<file path="src/rtl/spi_adc_slave_emu_pkg.sv">
// Shared state type, default field widths and a constant-width helper for the SPI ADC slave emulator.
// Pure declarations: no logic, no latency, no flow control.
package spi_emu_pkg;

  typedef enum logic [2:0] {
    IDLE,
    RECEIVE,
    TRISTATE,
    TRANSMIT,
    HOLD
  } spi_emu_state_t;

  localparam int DEF_NUM_CH   = 2;
  localparam int DEF_RX_BITS  = 16;
  localparam int DEF_TRI_BITS = 2;
  localparam int DEF_TX_BITS  = 14;

  function automatic int clog2(input int value);
    int r;
    r = 0;
    while ((1 << r) < value) r++;
    return r;
  endfunction

endpackage

</file>
<file path="src/rtl/spi_adc_slave_emu_pin_sync.sv">
// Two-flop synchroniser plus registered edge detector for one asynchronous SPI pin.
// Level valid 2 clk after the pin, edge pulses 3 clk after; no backpressure.
module spi_pin_sync #(
  parameter logic RST_VAL = 1'b0
) (
  input  logic clk,
  input  logic reset,
  input  logic pin,
  output logic level,
  output logic rise,
  output logic fall
);

  logic       s1_q, s1_d, s2_q, s2_d, s3_q, s3_d;
  logic       rise_q, rise_d, fall_q, fall_d;
  logic [2:0] fill_q, fill_d;

  // Edges are suppressed until the history holds real pin samples, so a pin
  // that differs from RST_VAL at reset release does not look like an edge.
  always_comb begin
    s1_d   = pin;
    s2_d   = s1_q;
    s3_d   = s2_q;
    fill_d = {fill_q[1:0], 1'b1};
    rise_d = fill_q[2] & s2_q & ~s3_q;
    fall_d = fill_q[2] & ~s2_q & s3_q;
  end

  always_ff @(posedge clk) begin
    if (reset) begin
      s1_q   <= RST_VAL;
      s2_q   <= RST_VAL;
      s3_q   <= RST_VAL;
      rise_q <= 1'b0;
      fall_q <= 1'b0;
      fill_q <= '0;
    end else begin
      s1_q   <= s1_d;
      s2_q   <= s2_d;
      s3_q   <= s3_d;
      rise_q <= rise_d;
      fall_q <= fall_d;
      fill_q <= fill_d;
    end
  end

  assign level = s2_q;
  assign rise  = rise_q;
  assign fall  = fall_q;

endmodule

</file>
<file path="src/rtl/spi_adc_slave_emu.sv">
// clk-oversampled SPI ADC slave: receive command, tri-state gap, per-channel result words.
// miso/miso_oe change 4 clk after the causing pin edge; no backpressure (loads buffer one word).
module spi_adc_slave_emu
  import spi_emu_pkg::*;
#(
  parameter int NUM_CH    = DEF_NUM_CH,
  parameter int RX_BITS   = DEF_RX_BITS,
  parameter int TRI_BITS  = DEF_TRI_BITS,
  parameter int TX_BITS   = DEF_TX_BITS,
  parameter int FRAME_LEN = RX_BITS + TRI_BITS + TX_BITS + 1
) (
  input  logic                              clk,
  input  logic                              reset,
  input  logic                              sclk,
  input  logic                              ss_n,
  input  logic                              mosi,
  output logic [NUM_CH-1:0]                 miso,
  output logic [NUM_CH-1:0]                 miso_oe,
  input  logic [NUM_CH-1:0]                 load,
  input  logic [NUM_CH*TX_BITS-1:0]         load_data,
  output logic [RX_BITS-1:0]                rx_data,
  output logic                              rx_valid,
  output logic                              frame_error,
  output logic [clog2(FRAME_LEN+1)-1:0]     bit_count,
  output logic                              busy
);

  localparam int CNT_W = clog2(FRAME_LEN + 1);
  localparam logic [CNT_W-1:0] CNT_RX  = CNT_W'(RX_BITS);
  localparam logic [CNT_W-1:0] CNT_TX0 = CNT_W'(RX_BITS + TRI_BITS);
  localparam logic [CNT_W-1:0] CNT_END = CNT_W'(RX_BITS + TRI_BITS + TX_BITS);

  logic sclk_lvl, sclk_rise, fe;
  logic ss_lvl, ss_assert, ss_deassert;
  logic mosi_s, mosi_rise, mosi_fall;
  logic unused_sync;

  spi_pin_sync #(.RST_VAL(1'b0)) u_sync_sclk (
    .clk(clk), .reset(reset), .pin(sclk), .level(sclk_lvl), .rise(sclk_rise), .fall(fe)
  );
  spi_pin_sync #(.RST_VAL(1'b1)) u_sync_ss (
    .clk(clk), .reset(reset), .pin(ss_n), .level(ss_lvl), .rise(ss_deassert), .fall(ss_assert)
  );
  spi_pin_sync #(.RST_VAL(1'b0)) u_sync_mosi (
    .clk(clk), .reset(reset), .pin(mosi), .level(mosi_s), .rise(mosi_rise), .fall(mosi_fall)
  );

  assign unused_sync = &{1'b0, sclk_lvl, sclk_rise, ss_lvl, mosi_rise, mosi_fall};

  spi_emu_state_t       state_q, state_d;
  logic [CNT_W-1:0]     cnt_q, cnt_d, cnt_inc;
  logic [RX_BITS-1:0]   rx_shift_q, rx_shift_d;
  logic [RX_BITS-1:0]   rx_data_q, rx_data_d;
  logic                 rx_valid_q, rx_valid_d;
  logic                 frame_error_q, frame_error_d;
  logic                 oe_q, oe_d;
  logic                 tx_load, tx_shift_en;

  always_comb begin
    state_d       = state_q;
    cnt_d         = cnt_q;
    rx_shift_d    = rx_shift_q;
    rx_data_d     = rx_data_q;
    rx_valid_d    = 1'b0;
    frame_error_d = 1'b0;
    oe_d          = oe_q;
    tx_load       = 1'b0;
    tx_shift_en   = 1'b0;
    cnt_inc       = cnt_q + CNT_W'(1);

    if (ss_deassert) begin
      // HOLD is the only state where the master has clocked a complete frame.
      state_d       = IDLE;
      cnt_d         = '0;
      oe_d          = 1'b0;
      frame_error_d = (state_q == RECEIVE) || (state_q == TRISTATE) || (state_q == TRANSMIT);
    end else begin
      case (state_q)
        IDLE: begin
          oe_d  = 1'b0;
          cnt_d = '0;
          if (ss_assert) begin
            tx_load    = 1'b1;
            rx_shift_d = '0;
            state_d    = RECEIVE;
          end
        end
        RECEIVE: begin
          if (fe) begin
            cnt_d      = cnt_inc;
            rx_shift_d = {rx_shift_q[RX_BITS-2:0], mosi_s};
            if (cnt_inc == CNT_RX) begin
              rx_data_d  = rx_shift_d;
              rx_valid_d = 1'b1;
              state_d    = TRISTATE;
            end
          end
        end
        TRISTATE: begin
          if (fe) begin
            cnt_d = cnt_inc;
            if (cnt_inc == CNT_TX0) begin
              oe_d    = 1'b1;
              state_d = TRANSMIT;
            end
          end
        end
        TRANSMIT: begin
          // The LSB is already on the line when the last count is reached, so no shift then.
          if (fe) begin
            cnt_d = cnt_inc;
            if (cnt_inc == CNT_END) state_d = HOLD;
            else                    tx_shift_en = 1'b1;
          end
        end
        HOLD: begin
        end
        default: begin
          state_d = IDLE;
          cnt_d   = '0;
          oe_d    = 1'b0;
        end
      endcase
    end
  end

  always_ff @(posedge clk) begin
    if (reset) begin
      state_q       <= IDLE;
      cnt_q         <= '0;
      rx_shift_q    <= '0;
      rx_data_q     <= '0;
      rx_valid_q    <= 1'b0;
      frame_error_q <= 1'b0;
      oe_q          <= 1'b0;
    end else begin
      state_q       <= state_d;
      cnt_q         <= cnt_d;
      rx_shift_q    <= rx_shift_d;
      rx_data_q     <= rx_data_d;
      rx_valid_q    <= rx_valid_d;
      frame_error_q <= frame_error_d;
      oe_q          <= oe_d;
    end
  end

  for (genvar g = 0; g < NUM_CH; g++) begin : g_ch
    logic [TX_BITS-1:0] pending_q, pending_d;
    logic [TX_BITS-1:0] tx_shift_q, tx_shift_d;

    // A load in the same cycle as the SS assert wins: the fresh word is copied.
    always_comb begin
      pending_d  = load[g] ? load_data[g*TX_BITS +: TX_BITS] : pending_q;
      tx_shift_d = tx_shift_q;
      if (tx_load)          tx_shift_d = pending_d;
      else if (tx_shift_en) tx_shift_d = {tx_shift_q[TX_BITS-2:0], 1'b0};
    end

    always_ff @(posedge clk) begin
      if (reset) begin
        pending_q  <= '0;
        tx_shift_q <= '0;
      end else begin
        pending_q  <= pending_d;
        tx_shift_q <= tx_shift_d;
      end
    end

    assign miso[g] = tx_shift_q[TX_BITS-1];
  end

  assign miso_oe     = {NUM_CH{oe_q}};
  assign rx_data     = rx_data_q;
  assign rx_valid    = rx_valid_q;
  assign frame_error = frame_error_q;
  assign bit_count   = cnt_q;
  assign busy        = (state_q != IDLE);

endmodule

</file>
<file path="config.mk">
export PLATFORM = sky130hd
export DESIGN_NAME = spi_adc_slave_emu
export DESIGN_NICKNAME = d
export VERILOG_FILES = /design/src/rtl/spi_adc_slave_emu_pkg.sv /design/src/rtl/spi_adc_slave_emu_pin_sync.sv /design/src/rtl/spi_adc_slave_emu.sv
export SDC_FILE = /design/constraint.sdc
export NUM_CORES = 1
export LEC_CHECK = 0
export ABC_AREA = 0
export BUFFER_PORTS_ARGS = -buffer_cell sky130_fd_sc_hd__buf_2
export CAP_MARGIN = 20
export CORE_UTILIZATION = 60
export DETAILED_ROUTE_END_ITERATION = 8
export HOLD_SLACK_MARGIN = 0.08
export PLACE_DENSITY = 0.85
export SLEW_MARGIN = 20
export SYNTH_ARGS = -nofsm -noshare
export SYNTH_HDL_FRONTEND = slang
export SYNTH_SLANG_ARGS = --single-unit
</file>
<file path="constraint.sdc">
create_clock -name clk -period 5.9 [get_ports clk]
set_clock_uncertainty 0.15 [all_clocks]
set_input_delay 0.295 -clock clk [delete_from_list [all_inputs] [get_ports clk]]
set_output_delay 0.295 -clock clk [all_outputs]
set_load 0.005 [all_outputs]
</file>
* Word-level counts from Yosys, hierarchy flattened
Cells that the tools add are included.
** Storage, ports and cells
- Bits in registers :: 116
- Word-level logic and storage cells :: 104
** Cells by class
- Bitwise logic cells :: 14
- Eq/ne operators :: 15
- Mux-type cells :: 32
- Add/sub/neg operators :: 1
- Reduce and logical (&&, ||, !) cells :: 16
** Operator list (count)
- 14-bit two-way mux :: 6
- 15-bit two-way mux :: 2
- 15-bit case mux with 2 select lines :: 1
- 3-bit two-way mux :: 7
- 2-bit by 1-bit inequality test with 1-bit output (second input constant) :: 8
- 3-bit case mux with 5 select lines :: 1
- 6-bit by 5-bit == test with 1-bit output (second input constant) :: 2
- 1-bit two-way mux :: 12
- 6-bit case mux with 2 select lines :: 1
- 1-bit inverter :: 8
- 4-bit AND reduction :: 2
- 8-bit AND reduction :: 1
- 6-bit by 1-bit adder with 6-bit output (second input constant) :: 1
- 1-bit bitwise AND :: 6
- 3-bit by 2-bit == test with 1-bit output (second input constant) :: 2
- 6-bit == test (second input constant) :: 1
- 6-bit two-way mux :: 1
- 3-bit OR reduction :: 2
- 2-bit nonzero test :: 2
- 2-bit OR reduction :: 2
- 4-bit OR reduction :: 1
- 3-bit by 1-bit == test with 1-bit output (second input constant) :: 1
- 3-bit == test (second input constant) :: 1
- 3-bit logical NOT :: 1
- other kinds (5) :: 6

* Depth between registers and ports, before layout
- Depth in word-level cells :: 8
- Gate-level depth with buffers :: 8
- Mapped depth without buffers :: 6

* By module
A second synthesis with hierarchy kept.
** Second synthesis, totals
- Cells, all modules :: 493
- Area, all modules :: 4788.3 um^2
** Modules (own cells, without submodules)
- spi_adc_slave_emu :: cells each 445, instances 1, area each 4097.7 um^2, sequential area each 1981.9 um^2
- spi_pin_sync at u_sync_mosi ... :: cells each 16, instances 2, area each 232.7 um^2, sequential area each 160.2 um^2
- spi_pin_sync at u_sync_ss :: cells each 16, instances 1, area each 225.2 um^2, sequential area each 160.2 um^2

* Worst setup path before layout
Ideal clock, no wire load.
- Path type :: reg-to-reg
- From :: register cnt_q[0] (netlist: bit_count[0])
- To :: register g_ch[0].tx_shift_q[10]
- Buffers on the path :: 2
- Cell stages (with the launch flop) :: 8
- Setup time :: 66 ps
- Arrival time :: 1902 ps
- Path slack :: 3781 ps
- Required time :: 5684 ps
- Period minus slack after synthesis :: 2119 ps
- Cell sequence :: dfxtp_1 > ha_1 > and2_1 > clkbuf_1 > a2111oi_4 > buf_6 > a21oi_2 > a21oi_2
** On the way
- Word-level cells in the longest chain between the ends :: 7
** Ends and longest elaborated chain
- start, declared :: line spi_adc_slave_emu.sv:51 : logic [CNT_W-1:0] cnt_q, cnt_d, cnt_inc;
- start signal, assigned :: line spi_adc_slave_emu.sv:138 : cnt_q <= cnt_d;
- 6-bit by 1-bit adder with 6-bit output :: line spi_adc_slave_emu.sv:69 : cnt_inc = cnt_q + CNT_W'(1);
- 6-bit == test :: line spi_adc_slave_emu.sv:112 : if (cnt_inc == CNT_END) state_d = HOLD;
- 1-bit two-way mux :: line spi_adc_slave_emu.sv:112
- 1-bit two-way mux :: line spi_adc_slave_emu.sv:110 : if (fe) begin
- 1-bit two-way mux :: line spi_adc_slave_emu.sv:78 : case (state_q)
- 1-bit two-way mux :: line spi_adc_slave_emu.sv:71 : if (ss_deassert) begin
- 2-bit nonzero test (no source line)
- end signal, assigned :: line spi_adc_slave_emu.sv:165 : tx_shift_q <= tx_shift_d;
- end, declared :: line spi_adc_slave_emu.sv:149 : logic [TX_BITS-1:0] tx_shift_q, tx_shift_d;
Every way passes these cells.
A chain may end at the register's enable or synchronous reset.

* Worst setup path in the final report
- From :: register state_q[2]
- To :: register state_q[1]
** On the way
- Word-level cells in the longest chain between the ends :: 3
** Ends and longest elaborated chain
- start, declared :: line spi_adc_slave_emu.sv:50 : spi_emu_state_t state_q, state_d;
- start signal, assigned :: line spi_adc_slave_emu.sv:137 : state_q <= state_d;
- 3-bit by 2-bit == test with 1-bit output, or another cell as far along :: line spi_adc_slave_emu.sv:78
- 2-bit by 1-bit inequality test with 1-bit output (no source line) or 1-bit inverter (tied branches)
- 8-bit AND reduction (no source line)
Several ways; a longest one is shown, not always the timed one.

==> results.md <==
- Outcome: finished, final reports clean
- Die width: 90.5 um
- Mapped Nets: 567
- Netlist Area Pre-Place: 4700 um^2
- Share of cells above drive strength 1: 21.9%
- Period utilization: 44.4%
- CTS Buf Count: 17
- DR pass1 iterations: 5
- RSZ-0062 raised after global routing: false
- Achievable frequency: around 380 MHz
- Die Footprint: 8180 um^2
- Final TNS setup: 0 ns
- Worst-path clk slew: about 0.060 ns
- Synth warn: 0
- DR vias/cell: approximately 5.7
- Final Slew Violations: 0
- Total track usage: 28.0%
- Initial antenna violation count: 0
- Worst reg2reg path startpoint: state_q[2]
- Yosys reg bits: 113
- First-pass GRT wire length: 18300 um
- DRC violations left: 0
- Fin Hold WS: 0.172 ns
- Yosys top cell area share: between 40% and 50%
- Largest net degree at the start of global routing: 81
- Area delta synth->final: 23.7%
- Power per cell area: 336 nW/um^2
- Mapped Cells: 530
- Antenna diodes: 0
- Placed cell area: 4920 um^2
- Clock period minus worst slack: 2.62 ns
- Final HPWL DP: between 5000 and 6000 um
- Hold Path Cell Cnt: 3
- WP data required: 6.16 ns
- Main synth FF type: dfxtp_1
- Critical Path End Type: flop
- Slew margin rel.: 30.8%
- 1st-iter DRT viols: 240
- Clock root cell: clkbuf_8
- Worst Path Class, Setup: flop to flop
- Post-route ant nets: 0
- Clock Path Buffers: 2
- Clk pwr share: 50.1%
- Hold_sp: load[1]
- Worst flop-to-flop path endpoint: state_q[1]
- I/O pin cnt: 64
- Worst reg-to-reg path cell count: 5
- Routed len/inst: 15.7 um
- Sink Count: 113
- Final wirelength: 11200 um
- Clock Latency Late Sink: 0.52 ns
- Crit Path Max Fanout: 16
- Rows: 31
- Crit path launch type: flop
- Ranking of synthesized cells by area: dfxtp_1, mux2i_1, nand2_1
- Tightest Hold Check Type: input pin to flop
- Post-route cell area: 5810 um^2
- Setup slack, reg-to-reg: roughly 3.3 ns
- Post CTS Setup Buffer Count: 0
- Max Cap Violations: 0
- Synth async-reset ratio: 0%
- Register area share after synthesis: 48.2%
- Sw frac: approximately a quarter
- Syn Area/Cell: 8.86 um^2
- Worst EP arrival: around 2.9 ns
- Core area: 7410 um^2
- Overflow after GRT: 0
- Hold Fails Final Rpt: 0
- PortBufs: 63
- Switching power: 0.000496 W
- Leakage: 2.32 nW
- Yosys cell types: 52
- Die height: approximately 90 um
- Vias in the first global route: slightly below 4000
- Seq pwr share: between 40% and 50%
- Worst VDD drop: between 0.2 and 0.25 mV
- CTS tree: done
- Hold Crit Endpoint: g_ch[1].pending_q[2]
- Post-synth EDFFs: 0
- H-tree levels: 4
- Logic pwr share: 8.4%
- Initial Util: between 60 and 70%
- Power Total: 0.00195 W
- Via count: around 4100
- Internal: 0.00146 W
- Biggest area consumer among synthesized cells: dfxtp_1
- Final setup violation count: 0
- RePlAce Congestion: ~0.91
- Final #Nets: 636
- Worst slew pin tran: approximately 1.0 ns
-- through the flow --
step                cells  setup slack, ns  utilization, %
finish                711             3.28            78.4
detailed placement    648             3.42            66.4
global placement      648             3.54            66.4
CTS                   711             3.33            78.3
floorplan             530             3.78               -
global route          711             3.08            78.4
-- sequential cells by signal, summed over array words and instances (netlist names) --
name	cells
state_q	3
u_sync_ss.level	1
u_sync_sclk.level	1
g_ch.pending_q	28
g_ch.tx_shift_q	28
u_sync_sclk.fall	1
u_sync_ss.s1_q	1
u_sync_mosi.level	1
u_sync_ss.s3_q	1
rx_shift_q	15
u_sync_sclk.fill_q	3
u_sync_sclk.s3_q	1
frame_error	1
rx_data	16
u_sync_sclk.s1_q	1
rx_valid	1
u_sync_mosi.s1_q	1
bit_count	6
u_sync_ss.fall	1
u_sync_ss.rise	1
oe_q	1
-- metal layers --
metal	vias to the layer above	part of all wire, %	track usage [%]
met5	-	0	0
met4	0	4.1	16.7
met3	48	5.3	5.56
met2	181	51	49.7
met1	1925	39	30.8
li1	1932	-	-
-- layout by cell type, fill, tap and decap left out, types with 5 or more instances in the layout --
cell / n
dfxtp_1: 113
nand2_1: 93
nor2_1: 64
buf_2: 63
mux2i_1: 46
a21oi_1: 45
dlygate4sd3_1: 31
a21oi_2: 20
nand3_1: 18
clkbuf_16: 16
nor2b_1: 8
a31oi_1: 7
inv_6: 5
-- final cells by class --
cell class | count | area (um^2)
Inverter | 4 | 15.0
Clock buffer | 17 | 414
Clock inverter | 15 | 158
Multi-Input combinational cell | 367 | 2200
Timing Repair Buffer | 96 | 641
Tap cell | 99 | 124
Sequential cell | 113 | 2260
Fill cell | 464 | 1600
-- critical path, cell delays in order (launching register included) --
cell,delay (ns)
dfxtp_1,0.48
and2b_2,0.35
nor2b_1,0.83
a21boi_0,0.36
nor4_1,0.10
a31o_2,0.25
-- what timing repair did --
action,in CTS,in global routing
resized for setup,0,0
hold buffers,31,0
hold endpoints to repair,53,0
-- cells by family after synthesis --
group,share of synthesized area (%)
xor gates and xnor gates,1.12
AOI/OAI and AO/OA,13.3
buffers and inverters,5.28
DFF,48.2
and+or+nand+nor,20.8
muxes,10.8
adders and majority gates,0.533
-- worst max-delay path by stage --
stage               slack (ns)                      to         start  cells after the start
floorplan                 3.78  g_ch[0].tx_shift_q[10]  bit_count[0]                      7
global placement          3.54              state_q[1]    state_q[2]                      5
detailed placement        3.42  g_ch[0].tx_shift_q[13]  bit_count[0]                      5
CTS                       3.33   g_ch[0].tx_shift_q[1]  bit_count[0]                      5
global route              3.08   g_ch[0].tx_shift_q[1]  bit_count[0]                      5
finish                    3.28              state_q[1]    state_q[2]                      5
-- cells in the mapped netlist (2+ instances only) --
library cell	count
mux2i_1	46
nand2b_1	2
and3_1	2
and2_1	2
a31o_2	3
dfxtp_1	113
xnor2_1	2
xor2_1	4
nor4_1	2
a31oi_1	7
ha_1	2
or2_2	4
inv_1	4
a22oi_1	2
buf_2	6
nand4_1	4
clkbuf_1	24
nand3b_1	2
a21oi_1	45
nor3b_1	4
nor2_1	64
buf_6	4
nand3_1	18
nor3_1	3
o21ai_0	3
buf_1	6
a21oi_2	20
nor2b_1	8
nand2_1	93
buf_4	6
a221oi_1	4
-- power by group through the flow --
stage               sequential, W  clock, W  combinational (W)
floorplan                0.000809         0           0.000119
global placement         0.000820         0           0.000135
detailed placement       0.000822         0           0.000140
CTS                      0.000806  0.000982           0.000159
global route             0.000811   0.00102           0.000179
finish                   0.000809  0.000978           0.000164
Note: power is estimated with default switching activity, not from simulation.
